`config.mk`:
```
export PLATFORM = sky130hd
export DESIGN_NAME = reg_file_init
export DESIGN_NICKNAME = d
export VERILOG_FILES = /design/src/rtl/reg_file_pkg.sv /design/src/rtl/reg_file_init_seq.sv /design/src/rtl/reg_file_init.sv
export SDC_FILE = /design/constraint.sdc
export NUM_CORES = 1
export LEC_CHECK = 0
export BUFFER_PORTS_ARGS = -buffer_cell sky130_fd_sc_hd__clkbuf_2
export CAP_MARGIN = 30
export CORE_MARGIN = 2
export CORE_UTILIZATION = 55
export DETAILED_ROUTE_END_ITERATION = 6
export PLACE_DENSITY_LB_ADDON = 0.3
export SLEW_MARGIN = 20
export SYNTH_ARGS = -nofsm -noshare
export SYNTH_HDL_FRONTEND = slang
export SYNTH_HIERARCHICAL = 1
export SYNTH_SLANG_ARGS = --single-unit
```
`constraint.sdc`:
```
create_clock -name clk -period 3.4 [get_ports clk]
set_input_delay 0.34 -clock clk [delete_from_list [all_inputs] [get_ports clk]]
set_output_delay 0.34 -clock clk [all_outputs]
set_load 0.01 [all_outputs]
```
`src/rtl/reg_file_pkg.sv`:
```
// Shared types, default sizes and the init-table function for the register file.
package reg_file_pkg;

  typedef enum logic {INIT, RUN} rf_state_t;

  localparam int unsigned RF_DW    = 8;
  localparam int unsigned RF_AW    = 3;
  localparam int unsigned RF_NINIT = 6;

  // Init table: the low ninit registers hold their own index, the rest hold 0.
  function automatic int unsigned init_val(input int unsigned idx, input int unsigned ninit);
    return (idx < ninit) ? idx : 32'd0;
  endfunction

endpackage

```
`src/rtl/reg_file_init_seq.sv`:
```
// Init sequencer: walks every register after reset, writing the constant table,
// then raises ready and idles in RUN until the next reset.
module reg_file_init_seq
  import reg_file_pkg::*;
#(
  parameter int unsigned DW    = RF_DW,
  parameter int unsigned AW    = RF_AW,
  parameter int unsigned NINIT = RF_NINIT
) (
  input  logic          clk,
  input  logic          reset,
  output logic          ready,
  output logic          init_we_c,
  output logic [AW-1:0] init_addr_c,
  output logic [DW-1:0] init_data_c
);

  localparam int unsigned DEPTH = 2 ** AW;
  localparam int unsigned PW    = AW + 1;

  rf_state_t     state_q, state_d;
  logic [PW-1:0] init_ptr_q, init_ptr_d;
  logic          ready_q, ready_d;

  always_ff @(posedge clk) begin
    if (reset) begin
      state_q    <= INIT;
      init_ptr_q <= '0;
      ready_q    <= 1'b0;
    end else begin
      state_q    <= state_d;
      init_ptr_q <= init_ptr_d;
      ready_q    <= ready_d;
    end
  end

  // The reset gate on init_we_c keeps the storage untouched on the reset edge.
  always_comb begin
    state_d     = state_q;
    init_ptr_d  = init_ptr_q;
    ready_d     = ready_q;
    init_we_c   = 1'b0;
    init_addr_c = init_ptr_q[AW-1:0];
    init_data_c = DW'(init_val(32'(init_ptr_q), NINIT));
    case (state_q)
      INIT: begin
        init_we_c  = !reset;
        init_ptr_d = init_ptr_q + PW'(1);
        if (init_ptr_q == PW'(DEPTH - 1)) begin
          state_d = RUN;
          ready_d = 1'b1;
        end
      end
      RUN: begin
        state_d = RUN;
      end
    endcase
  end

  assign ready = ready_q;

endmodule

```
`src/rtl/reg_file_init.sv`:
```
// Parametrised register file: two combinational read ports, one clocked write
// port, hardware init after reset. Optional macro REG_FILE_BYPASS_EN adds
// same-cycle write-through forwarding to both read ports.
module reg_file_init
  import reg_file_pkg::*;
#(
  parameter int unsigned DW      = RF_DW,
  parameter int unsigned AW      = RF_AW,
  parameter int unsigned NINIT   = RF_NINIT,
  parameter int unsigned ZERO_R0 = 0
) (
  input  logic          clk,
  input  logic          reset,
  input  logic          wr_en,
  input  logic [AW-1:0] wr_addr,
  input  logic [DW-1:0] dat_in,
  input  logic [AW-1:0] rd_addrA,
  input  logic [AW-1:0] rd_addrB,
  output logic [DW-1:0] datA_out,
  output logic [DW-1:0] datB_out,
  output logic          ready,
  output logic          wr_drop
);

  localparam int unsigned DEPTH = 2 ** AW;
  localparam bit          ZR    = (ZERO_R0 != 0);

  logic [DW-1:0] core_q [DEPTH];
  logic [DW-1:0] core_d [DEPTH];
  logic          wr_drop_q, wr_drop_d;
  logic          init_we_c;
  logic [AW-1:0] init_addr_c;
  logic [DW-1:0] init_data_c;
  logic          r0_hit_c;
  logic          fwd_ok_c;
  logic          user_we_c;

  reg_file_init_seq #(
    .DW    (DW),
    .AW    (AW),
    .NINIT (NINIT)
  ) u_seq (
    .clk         (clk),
    .reset       (reset),
    .ready       (ready),
    .init_we_c   (init_we_c),
    .init_addr_c (init_addr_c),
    .init_data_c (init_data_c)
  );

  // A user write lands only in RUN and never to a hard-wired zero register.
  assign r0_hit_c  = ZR && (wr_addr == '0);
  assign fwd_ok_c  = wr_en && ready && !r0_hit_c;
  assign user_we_c = fwd_ok_c && !reset;

  always_comb begin
    core_d = core_q;
    if (init_we_c) begin
      core_d[init_addr_c] = init_data_c;
    end else if (user_we_c) begin
      core_d[wr_addr] = dat_in;
    end
  end

  always_ff @(posedge clk) begin
    core_q <= core_d;
  end

  always_comb begin
    wr_drop_d = wr_en && (!ready || r0_hit_c);
  end

  always_ff @(posedge clk) begin
    if (reset) begin
      wr_drop_q <= 1'b0;
    end else begin
      wr_drop_q <= wr_drop_d;
    end
  end

  assign wr_drop = wr_drop_q;

  // Read muxes: not-ready zeroing wins over r0 zeroing, which wins over forwarding.
  always_comb begin
    datA_out = core_q[rd_addrA];
`ifdef REG_FILE_BYPASS_EN
    if (fwd_ok_c && (wr_addr == rd_addrA)) datA_out = dat_in;
`endif
    if (ZR && (rd_addrA == '0)) datA_out = '0;
    if (!ready) datA_out = '0;
  end

  always_comb begin
    datB_out = core_q[rd_addrB];
`ifdef REG_FILE_BYPASS_EN
    if (fwd_ok_c && (wr_addr == rd_addrB)) datB_out = dat_in;
`endif
    if (ZR && (rd_addrB == '0)) datB_out = '0;
    if (!ready) datB_out = '0;
  end

endmodule

```
# After elaboration in Yosys (flattened, before gate mapping)

Index checks and enable logic that the tools add are counted.

Flip-flop bits (word level): 71
Bits of input ports: 20
Output and inout bits: 18
Word-level logic and storage cells: 55

Equality and inequality tests: 1
Bitwise gates (word level): 5
Mux-type cells: 20
Add/subtract/negate cells: 1
Reductions and logical operators: 9
$lt $le $gt $ge: 7

Operator list:

| kind                  | number |
|---|---|
| $bwmux W64            | 2 |
| $mux W64              | 2 |
| $mux W8               | 8 |
| $bmux W8 S3           | 2 |
| $demux W8 S3          | 2 |
| $ge A4 B4 Y1 const B  | 4 |
| $not A3 Y4            | 4 |
| $lt A4 B1 Y1 const B  | 2 |
| $logic_and A1 B1 Y1   | 5 |
| $add A4 B1 Y4 const B | 1 |
| $eq A4 B3 Y1 const B  | 1 |
| $lt A4 B3 Y1 const B  | 1 |
| $mux W4               | 1 |
| $logic_not A1 Y1      | 2 |
| $mux W1               | 2 |
| $pmux W1 S2           | 1 |
| $reduce_and A2 Y1     | 1 |
| $reduce_bool A2 Y1    | 1 |
| $not A1 Y1            | 1 |

# Depth between registers and ports, before layout

Depth in word-level cells: 8
Mapped depth: 6

# Cells and area by module

Netlist, hierarchy kept.

By module, submodules not included:

| module            | cells an instance | seq. area each (µm²) | area an instance (µm²) | times used |
|---|---|---|---|---|
| reg_file_init     | 265               | 1,941.9              | 3,792.4                | 1 |
| reg_file_init_seq | 36                | 120.1                | 317.8                  | 1 |

# Least setup slack after synthesis

No wires, ideal clock.

Path kind: reg2reg
From: register, netlist name u_seq/init_ptr_q[2]
To: register core_q[24] (netlist name), enable pin
Library setup time: 0.376 ns
Period minus slack after synthesis: 2.082 ns
Required time: 3.024 ns
Arrival time: 1.706 ns
Slack: 1.318 ns
Buffers on the path: 3
Cell stages (with the launch flop): 6
Cell sequence: dfxtp_1 -> buf_4 -> buf_2 -> or3b_2 -> buf_2 -> o22ai_1

RTL lines:

| what                 | RTL line            | source |
|---|---|---|
| to (signal assigned) | reg_file_init.sv:66 | `core_q <= core_d;` |
| to (decl)            | reg_file_init.sv:28 | `logic [DW-1:0] core_q [DEPTH];` |

# Worst setup path in the final report

From: register u_seq.state_q
To: register core_q[26] (netlist name), enable pin

Cells in the longest elaborated chain, start to end: 2

Ends and longest elaborated chain:

| what                         | RTL line                | source |
|---|---|---|
| from (decl)                  | reg_file_init_seq.sv:21 | `rf_state_t state_q, state_d;` |
| from (signal assigned)       | reg_file_init_seq.sv:31 | `state_q <= state_d;` |
| $mux W1                      | reg_file_init_seq.sv:45 | `case (state_q)` |
| named net init_we_c          | reg_file_init.sv:31     | `logic init_we_c;` |
| $reduce_bool A2 Y1 (no line) | -                       |  |

The timed path passes the listed nets, and every way through them passes these cells.
A chain may end at the register's enable or synchronous reset.

==> flow_metrics.tcl <==
set metrics [dict create \
    arrival_ns 2.33 \
    avgSynthCellArea_um2 13.7 \
    gr-usage-met1 0.367 \
    rsz0062_at_grt "false" \
    ys_seq_area_frac 0.502 \
    grt_max_degree 17 \
    cts_resized 0 \
    fin_area_um2 4430 \
    cts_tree "built" \
    grtUsageTotal 0.251 \
    setup_violations 0 \
    nFillCells 569 \
    grt.overflow.total 0 \
    register_area_um2 2060 \
    ys_ff_latch 71 \
    tightest_slew_ns 0.816 \
    grtUsageMet3 0.0526 \
    drive_gt1_frac 0.187 \
    fin_nets 342 \
    dpl-instance-area_um2 4220 \
    area_delta_synth_final_pct 7.79 \
    grt_pass1_wl_um 15100 \
    cts_root_buf "clkbuf_8" \
    yosys.cell_types.count 29 \
    routed_wl_um 9910 \
    grt_busiest_layer "met1" \
    clk_path_buf_depth 2 \
    ant_nets 0 \
    fmax_ghz 0.426 \
    outcome "finished, final reports clean" \
    syn_inst 301 \
    max_slew_margin 0.456 \
    die_h_um 90.4 \
    crit_path_end_kind "register" \
    first_global_vias 2689 \
    crit_required_ns 3.38 \
    layout_commonest_cell "o22ai_1" \
    routedWlPerCell_um 23.3 \
    clk_latency_ns 0.35 \
    io_pins 38 \
    clk_pin_slew_ns 0.07 \
    synth_flop_cell "edfxtp_1" \
    cts_setup_buffers 0 \
    ir_drop_v 0.000345 \
    core_region_area_um2 7250 \
    diodes 0 \
    cp-start-kind "register" \
    p_per_area_nw_per_um2 437 \
    synth-edff-count 64 \
    holdBufCountCts 0 \
    period_minus_slack_ns 2.35 \
    crit_path_max_fanout 16 \
    place_congestion 0.872 \
    numCtsBuffers 9 \
    die-area_um2 8180 \
    drc_errors 0 \
    p_leak_uw 0.00158 \
    synthArstFlopShare 0 \
    crit_type "reg2reg" \
    port_buffers 37 \
    r2r_start "u_seq/state_q" \
    clock_skew_ns 0.00589 \
    rows 31 \
    gr-usage-met2 0.364 \
    fin_crit_sh 0.690 \
    drt_first_iter_violations 651 \
    vias 2925 \
    finalHoldViolCount 0 \
    multi_input_area_um2 1840 \
    viasPerCell 6.88 \
    drv_cap 0 \
    floorplan.initialDensity 0.567 \
    yosys_warnings 6 \
    hp-class "in2reg" \
    layout_common_cells "72 x o22ai_1, 64 x edfxtp_1, 37 x clkbuf_2, 27 x mux4_1, 26 x nor2_1" \
    drt-pass1-iter-count 7 \
    total_power_uw 1930 \
    tns_ns 0 \
    cp-startpoint "u_seq/state_q" \
    htreeDepth 3 \
    place_inst 409 \
    die_x_um 90.4 \
    dp_hpwl_um 7110 \
    instances_no_fill 425 \
    min_from "wr_en" \
    slew_viol_final 0 \
    synth_area_um2 4110 \
    antenna_found_initial 0 \
    cts_sinks 71 \
]
final timing paths:
check / end / slack, ns / depth (start not counted)
setup / recovery: core_q[26] / 1.05 / 3
hold / removal: wr_drop / 0.25 / 2
setup reg to reg: core_q[26] / 1.05 / 3
hold reg to reg: u_seq/init_ptr_q[3] / 0.59 / 2
area by class of cell:
| type | count | area share |
|---|---|---|
| Timing Repair Buffer | 37 | 0.0418 |
| Tap cell | 99 | 0.0280 |
| Sequential cell | 71 | 0.465 |
| Multi-Input combinational cell | 198 | 0.414 |
| Clock inverter | 3 | 0.00904 |
| Clock buffer | 13 | 0.0381 |
| Inverter | 4 | 0.00339 |
synthesized netlist by cell type, types with 3 or more instances:
master	n	area, µm²
buf_2	9	45.0
buf_4	9	67.6
clkbuf_1	10	37.5
dfxtp_1	7	140
edfxtp_1	64	1920
inv_1	4	15.0
mux2i_1	17	170
mux4_1	27	709
mux4_2	5	113
nand2_1	19	71.3
nand3b_1	6	45.0
nor2_1	26	97.6
o22ai_1	72	450
or3b_2	3	26.3
registers in the layout, indices dropped and copies added (netlist names):
| register | count |
|---|---|
| core_q | 64 |
| u_seq/init_ptr_q | 4 |
| u_seq/ready | 1 |
| u_seq/state_q | 1 |
| wr_drop | 1 |
power breakdown:
part	internal [µW]	total [µW]	switching, µW	leakage [µW]
sequential	979	1010	27.7	0.000656
clock	397	692	295	0.000109
combinational	97.6	236	138	0.000811
worst max-delay path, stage by stage, from the launching register on:
cell and delay [ns]:
dfxtp_1 0.37, nor2_1 0.45, inv_1 0.40, o22ai_1 0.75
routing by layer:
metal,vias to the layer above,part of all wire
met3,28,0.11
met1,1386,0.41
li1,1286,-
met2,225,0.44
met4,0,0.031
met5,-,0
kinds of logic after synthesis:
kind of cell | count (synthesis) | share of synthesized area
muxes | 49 | 0.241
DFF | 71 | 0.502
other | 1 | 0.000912
AOI/OAI and AO/OA | 75 | 0.114
adders and majority gates | 1 | 0.00304
buffers and inverters | 36 | 0.0554
xor gates and xnor gates | 3 | 0.00639
and+or+nand+nor | 65 | 0.0773
per-stage QoR:
| stage | worst slack, ns | utilization | hold WS [ns] |
|---|---|---|---|
| after global routing | 0.743 | 0.611 | 0.258 |
| after floorplan | 1.32 | - | 0.412 |
| after CTS | 1.04 | 0.611 | 0.251 |
| after detailed placement | 0.946 | 0.582 | 0.572 |
| after global placement | 1.10 | 0.582 | 0.577 |
| final | 1.05 | 0.611 | 0.255 |
Note: power is estimated with default switching activity, not from simulation.
